**config.mk**
```make
export PLATFORM = sky130hd
export DESIGN_NAME = alu_rr_sched
export DESIGN_NICKNAME = d
export VERILOG_FILES = /design/src/rtl/alu_rr_sched.sv
export SDC_FILE = /design/constraint.sdc
export NUM_CORES = 1
export LEC_CHECK = 0
export ABC_CLOCK_PERIOD_IN_PS = 1700
export CAP_MARGIN = 0
export CORE_ASPECT_RATIO = 0.75
export CORE_MARGIN = 2
export CORE_UTILIZATION = 35
export CTS_BUF_LIST = sky130_fd_sc_hd__clkbuf_8
export CTS_CLUSTER_DIAMETER = 200
export DETAILED_ROUTE_END_ITERATION = 10
export GPL_TIMING_DRIVEN = 0
export PLACE_DENSITY = 0.77
export SETUP_SLACK_MARGIN = 0.4
export SLEW_MARGIN = 0
export SYNTH_ARGS = -nofsm -noshare
export SYNTH_HDL_FRONTEND = slang
export SYNTH_SLANG_ARGS = --single-unit
```
**constraint.sdc**
```tcl
create_clock -name clk -period 1.7 [get_ports clk]
set_input_delay 0.17 -clock clk [delete_from_list [all_inputs] [get_ports clk]]
set_output_delay 0.17 -clock clk [all_outputs]
set_load 0.01 [all_outputs]
```
**src/rtl/alu_rr_sched.sv**
```systemverilog
// alu_rr_sched: round-robin scheduler sharing one tinyalu among NUM_REQ requesters.
// Each granted request runs on the ALU for its opcode latency. The result is then
// returned to the requester, tagged with the requester's ID.
// Optional build macro: ALU_DONE_CHECK_EN enables the sticky alu_done protocol check on err.
// When that macro is not defined, err is tied low.
module alu_rr_sched #(
    parameter int unsigned NUM_REQ   = 4,
    parameter int unsigned DATA_W    = 8,
    parameter int unsigned SHORT_LAT = 1,
    parameter int unsigned LONG_LAT  = 3
) (
    input  logic                       clk,
    input  logic                       reset,
    input  logic [NUM_REQ-1:0]         req_valid,
    input  logic [3*NUM_REQ-1:0]       req_opcode,
    input  logic [DATA_W*NUM_REQ-1:0]  req_a,
    input  logic [DATA_W*NUM_REQ-1:0]  req_b,
    output logic [NUM_REQ-1:0]         req_grant,
    output logic                       rsp_valid,
    output logic [$clog2(NUM_REQ)-1:0] rsp_id,
    output logic [2*DATA_W-1:0]        rsp_result,
    output logic                       busy,
    output logic                       alu_start,
    output logic [2:0]                 alu_opcode,
    output logic [DATA_W-1:0]          alu_a,
    output logic [DATA_W-1:0]          alu_b,
    input  logic [2*DATA_W-1:0]        alu_result,
    input  logic                       alu_done,
    output logic                       err
);

    localparam int unsigned ID_W    = $clog2(NUM_REQ);
    localparam int unsigned OP_W    = 3;
    localparam int unsigned RES_W   = 2 * DATA_W;
    localparam int unsigned MAX_LAT = (LONG_LAT > SHORT_LAT) ? LONG_LAT : SHORT_LAT;
    localparam int unsigned CNT_W   = $clog2(MAX_LAT + 1);

    localparam logic [OP_W-1:0] OP_NOP = 3'd0;
    localparam logic [OP_W-1:0] OP_MUL = 3'd6;
    localparam logic [OP_W-1:0] OP_INC = 3'd7;

    typedef enum logic [1:0] {
        IDLE = 2'd0,
        EXEC = 2'd1,
        RESP = 2'd2
    } state_e;

    // Elaboration-time guard on the supported requester count.
    if ((NUM_REQ < 2) || (NUM_REQ > 8)) begin : g_bad_num_req
        $error("alu_rr_sched: NUM_REQ=%0d is outside the supported range 2..8", NUM_REQ);
    end

    state_e            state_q, state_d;
    logic [ID_W-1:0]   rr_ptr_q, rr_ptr_d;
    logic [ID_W-1:0]   winner_q, winner_d;
    logic [CNT_W-1:0]  cnt_q, cnt_d;
    logic              start_q, start_d;
    logic [OP_W-1:0]   op_q, op_d;
    logic [DATA_W-1:0] a_q, a_d;
    logic [DATA_W-1:0] b_q, b_d;
    logic              busy_q, busy_d;
    logic              rsp_valid_q, rsp_valid_d;
    logic [ID_W-1:0]   rsp_id_q, rsp_id_d;
    logic [RES_W-1:0]  rsp_result_q, rsp_result_d;

    logic              found_c;
    logic [ID_W-1:0]   winner_c;
    logic [ID_W-1:0]   next_ptr_c;
    logic [NUM_REQ-1:0] grant_c;
    logic [CNT_W-1:0]  lat_c;

    logic [OP_W-1:0]   req_op_arr [NUM_REQ];
    logic [DATA_W-1:0] req_a_arr  [NUM_REQ];
    logic [DATA_W-1:0] req_b_arr  [NUM_REQ];

    // Split the packed per-requester buses into indexable arrays.
    for (genvar gi = 0; gi < NUM_REQ; gi++) begin : g_unpack
        assign req_op_arr[gi] = req_opcode[OP_W*gi +: OP_W];
        assign req_a_arr[gi]  = req_a[DATA_W*gi +: DATA_W];
        assign req_b_arr[gi]  = req_b[DATA_W*gi +: DATA_W];
    end

    // Requester index `off` positions after `base`, wrapping at NUM_REQ.
    function automatic logic [ID_W-1:0] wrap_idx(input logic [ID_W-1:0] base,
                                                 input int unsigned     off);
        int unsigned sum;
        sum = 32'(base) + off;
        if (sum >= NUM_REQ) begin
            sum = sum - NUM_REQ;
        end
        return ID_W'(sum);
    endfunction

    // Round-robin search: first pending requester at or after rr_ptr, with wrap.
    always_comb begin
        found_c  = 1'b0;
        winner_c = rr_ptr_q;
        for (int unsigned k = 0; k < NUM_REQ; k++) begin
            if (!found_c && req_valid[wrap_idx(rr_ptr_q, k)]) begin
                found_c  = 1'b1;
                winner_c = wrap_idx(rr_ptr_q, k);
            end
        end
        next_ptr_c = (winner_c == ID_W'(NUM_REQ - 1)) ? '0 : (winner_c + ID_W'(1));
    end

    // The grant pulse is decided and shown in the same IDLE cycle; it is therefore combinational.
    always_comb begin
        grant_c = '0;
        if ((state_q == IDLE) && found_c && !reset) begin
            grant_c = NUM_REQ'(1) << winner_c;
        end
    end

    // Number of start-high cycles for the operation currently latched.
    always_comb begin
        lat_c = CNT_W'(SHORT_LAT);
        if ((op_q == OP_MUL) || (op_q == OP_INC)) begin
            lat_c = CNT_W'(LONG_LAT);
        end
    end

    // Next-state and next-output logic for the IDLE -> EXEC -> RESP sequence.
    always_comb begin
        state_d      = state_q;
        rr_ptr_d     = rr_ptr_q;
        winner_d     = winner_q;
        cnt_d        = cnt_q;
        start_d      = 1'b0;
        op_d         = op_q;
        a_d          = a_q;
        b_d          = b_q;
        busy_d       = 1'b0;
        rsp_valid_d  = 1'b0;
        rsp_id_d     = rsp_id_q;
        rsp_result_d = rsp_result_q;

        unique case (state_q)
            IDLE: begin
                if (found_c) begin
                    state_d  = EXEC;
                    rr_ptr_d = next_ptr_c;
                    winner_d = winner_c;
                    cnt_d    = CNT_W'(1);
                    start_d  = 1'b1;
                    op_d     = req_op_arr[winner_c];
                    a_d      = req_a_arr[winner_c];
                    b_d      = req_b_arr[winner_c];
                    busy_d   = 1'b1;
                end
            end
            EXEC: begin
                busy_d = 1'b1;
                if (cnt_q == lat_c) begin
                    state_d = RESP;
                end else begin
                    cnt_d   = cnt_q + CNT_W'(1);
                    start_d = 1'b1;
                end
            end
            RESP: begin
                state_d      = IDLE;
                cnt_d        = '0;
                rsp_valid_d  = 1'b1;
                rsp_id_d     = winner_q;
                rsp_result_d = (op_q == OP_NOP) ? '0 : alu_result;
            end
            default: begin
                state_d = IDLE;
            end
        endcase
    end

    // State and registered outputs; reset drops any in-flight operation.
    always_ff @(posedge clk or posedge reset) begin
        if (reset) begin
            state_q      <= IDLE;
            rr_ptr_q     <= '0;
            winner_q     <= '0;
            cnt_q        <= '0;
            start_q      <= 1'b0;
            op_q         <= '0;
            a_q          <= '0;
            b_q          <= '0;
            busy_q       <= 1'b0;
            rsp_valid_q  <= 1'b0;
            rsp_id_q     <= '0;
            rsp_result_q <= '0;
        end else begin
            state_q      <= state_d;
            rr_ptr_q     <= rr_ptr_d;
            winner_q     <= winner_d;
            cnt_q        <= cnt_d;
            start_q      <= start_d;
            op_q         <= op_d;
            a_q          <= a_d;
            b_q          <= b_d;
            busy_q       <= busy_d;
            rsp_valid_q  <= rsp_valid_d;
            rsp_id_q     <= rsp_id_d;
            rsp_result_q <= rsp_result_d;
        end
    end

    assign req_grant  = grant_c;
    assign rsp_valid  = rsp_valid_q;
    assign rsp_id     = rsp_id_q;
    assign rsp_result = rsp_result_q;
    assign busy       = busy_q;
    assign alu_start  = start_q;
    assign alu_opcode = op_q;
    assign alu_a      = a_q;
    assign alu_b      = b_q;

`ifdef ALU_DONE_CHECK_EN
    logic err_q;

    // Sticky error: alu_done must always equal ~alu_start; an unknown result seen in RESP also flags.
    always_ff @(posedge clk or posedge reset) begin
        if (reset) begin
            err_q <= 1'b0;
        end else begin
            if (alu_done != ~start_q) begin
                err_q <= 1'b1;
            end
`ifndef SYNTHESIS
            if ((state_q == RESP) && $isunknown(alu_result)) begin
                err_q <= 1'b1;
            end
`endif
        end
    end

    assign err = err_q;
`else
    logic unused_alu_done;
    assign unused_alu_done = alu_done;
    assign err             = 1'b0;
`endif

endmodule

```
==> run metrics <==
Synth Area per Inst 10.3 um^2; Final setup viols 25; min cycle time layout 2.18 ns; H-tree depth 2; skew final 0.00507 ns; clock slew at reported path FFs 0.10 ns; Synth top area share 44.6%; peak supply drop 634 uV; post-route ant nets 0; Final Hold Violating Endpoints 0; All-Layer GR Usage 25.6%; Max Clk Rate 459 MHz; DPL Wire Length 7.19 mm; RSZ-0062 raised after global routing yes; Boundary Pins 144; Seq/Total Area, Yosys 44.6%; Placeable Area 7400 um^2; WL/cell 21.1 um; drt first-iter violations 179; vias in the first global route 3204; 1st-pass router iterations 5; GRT Residual Overflow 0; largest area contributor in the synthesized netlist dfrtp_1; synth cell count leaders dfrtp_1 (48), a21oi_1 (21); CTS tree done; CTS Sinks 48; # placed instances 503; multi-input logic area 1650 um^2; Antenna diodes 0; clk_lat worst skew 0.31 ns; Final WS setup -0.476 ns; die width 105 um; Yosys reg bits 48; Gate Count Post-Synth 261; nets@finish 556; hold crit path type input port to register; Starting Density 36.4%; worst-path fanout max 4; Final Max Tran Viols 0; GP Congestion 0.845; count leader, synth dfrtp_1; number of enable flip-flop cells after synthesis 0; Post-synth ARST share 100%; initial antenna violation count 0; Setup CP Type register to output port; Net Count, Synth 361; Syn Std Cell Area 2690 um^2; top cells by area, synth dfrtp_1 (45%), a221o_1 (7.1%), o22a_1 (6.2%); layout cell share with drive strength beyond 1 31.5%; Vias 3233; status finished with violations; Die Area 8420 um^2; hold_buf cts 0; Max clock buf depth 2; Worst-Margin Slew 0.655 ns; Lkg Pwr 2.22 nW; P&R area growth vs syn 95.1%; CTS root buffer clkbuf_8; Main synth FF type dfrtp_1; Slew headroom 56.1%; CP Launch Type register; filler cell count 492; drt total wl 11.8 mm; largest net degree at the start of global routing 26; DRC errors left 0; final non-filler cell total 558; sequential standard cell area 1200 um^2; overall power 8.15 mW; Avg Vias per Cell 5.79; Tcrit/Tclk final 128%; number of placement rows 27; violated checks setup timing; height of the die 80.0 um; Max-Cap Viols 0; CP endpoint kind output port; power per cell area 1550 nW/um^2; IO buf count 141; Distinct cells, synth 43; first-pass GRT wire length 16.6 mm; crit path DAT 2.01 ns; TritonCTS Buffers 5; Synth Warn # 0; WP data required 1.53 ns
[per-layer routing]
metal	global-route usage [%]	share of wire (%)	up-vias
li1	-	-	1424
met1	31.7	41	1588
met2	42.5	48	190
met3	7.10	8.6	31
met4	10.0	2.8	0
met5	0	0	-
[cell type report]
class / instances / area share, %
multi-input cells: 177 / 31.4
plain buffers: 30 / 6.07
repair inverters: 2 / 0.238
repair buffers: 186 / 34.7
clock buffers: 6 / 1.57
inverters: 6 / 0.500
clock inverters: 2 / 0.286
flip-flops and latches: 48 / 22.9
well taps: 101 / 2.40
[stage by stage]
| stage | TNS (ns) | area [um^2] | setup WS, ns | hold WS, ns | utilization, % |
|---|---|---|---|---|---|
| finish | -5.96 | 5260 | -0.476 | 0.457 | 71.0 |
| floorplan | 0 | 2800 | 0.0405 | 0.213 | - |
| detailed placement | -15.60 | 4340 | -1.19 | 0.482 | 58.7 |
| global route | -6.77 | 5260 | -0.555 | 0.466 | 71.0 |
| CTS | -3.05 | 4920 | -0.450 | 0.419 | 66.6 |
| global placement | -14.35 | 4340 | -1.14 | 0.481 | 58.7 |
[registers in the layout, summed over array words and instances, names as in the netlist, 2 cells and up]
signal and count:
rsp_id 2, alu_a 8, cnt_q 2, rsp_result 16
rr_ptr_q 2, alu_b 8, state_q 2, winner_q 2
alu_opcode 3
[cells by family (layout without fill, tap and decap cells)]
group / count (synthesis) / count (layout) / share of synthesized area (%)
DFF: 48 / 48 / 44.6
adders and majority gates: 1 / 1 / 0.464
buffers and inverters: 36 / 232 / 6.55
other: 1 / 1 / 0.139
AOI/OAI and AO/OA: 112 / 112 / 33.3
muxes: 3 / 3 / 1.25
and+or+nand+nor: 60 / 60 / 13.7
[cell usage in the layout, fill, tap and decap left out, drive strengths merged, types with 5 or more instances in the layout]
cell,n
buf,70
nand4,19
dfrtp,48
inv,5
clkinvlp,5
nor2,7
o22a,19
nand2,8
a21oi,22
clkdlybuf4s50,93
clkbuf,16
a22o,16
a221o,19
dlygate4sd2,42
o31ai,19
[critical path, stage by stage (launching register included)]
cell and delay [ns]:
dfrtp_2 0.42, buf_6 0.11, nor3b_4 0.21, nor3_2 0.07, buf_4 0.17, nor3_4 0.27, ha_4 0.17, and3_4 0.18
buf_6 0.10
[power breakdown]
group | internal, mW | total [mW] | switching (mW) | leakage (nW)
Clock | 0.330 | 0.751 | 0.421 | 0.0434
Sequential | 1.69 | 2.05 | 0.360 | 0.569
Combinational | 2.88 | 5.35 | 2.47 | 1.61
Total | 4.90 | 8.15 | 3.25 | 2.22
[what timing repair did]
| action | 4_1_cts | 5_1_grt |
|---|---|---|
| gates cloned | 3 | 2 |
| setup buffers | 27 | 15 |
| pin swaps | 20 | 35 |
| gates resized for setup | 142 | 39 |
| endpoints found under the setup margin | 90 | 50 |
[worst paths after layout]
check,slack (ns),to,from,cells after the start
setup / recovery,-0.48,req_grant[3],rr_ptr_q[0],8
hold / removal,0.46,rsp_result[3],alu_result[3],2
setup reg to reg,-0.27,alu_b[0],rr_ptr_q[0],8
hold reg to reg,0.50,winner_q[1],winner_q[1],2
max in group asynchronous,0.75,alu_opcode[2],reset,2
min in group asynchronous,0.49,winner_q[1],reset,3
(Power assumes the default switching activity.)
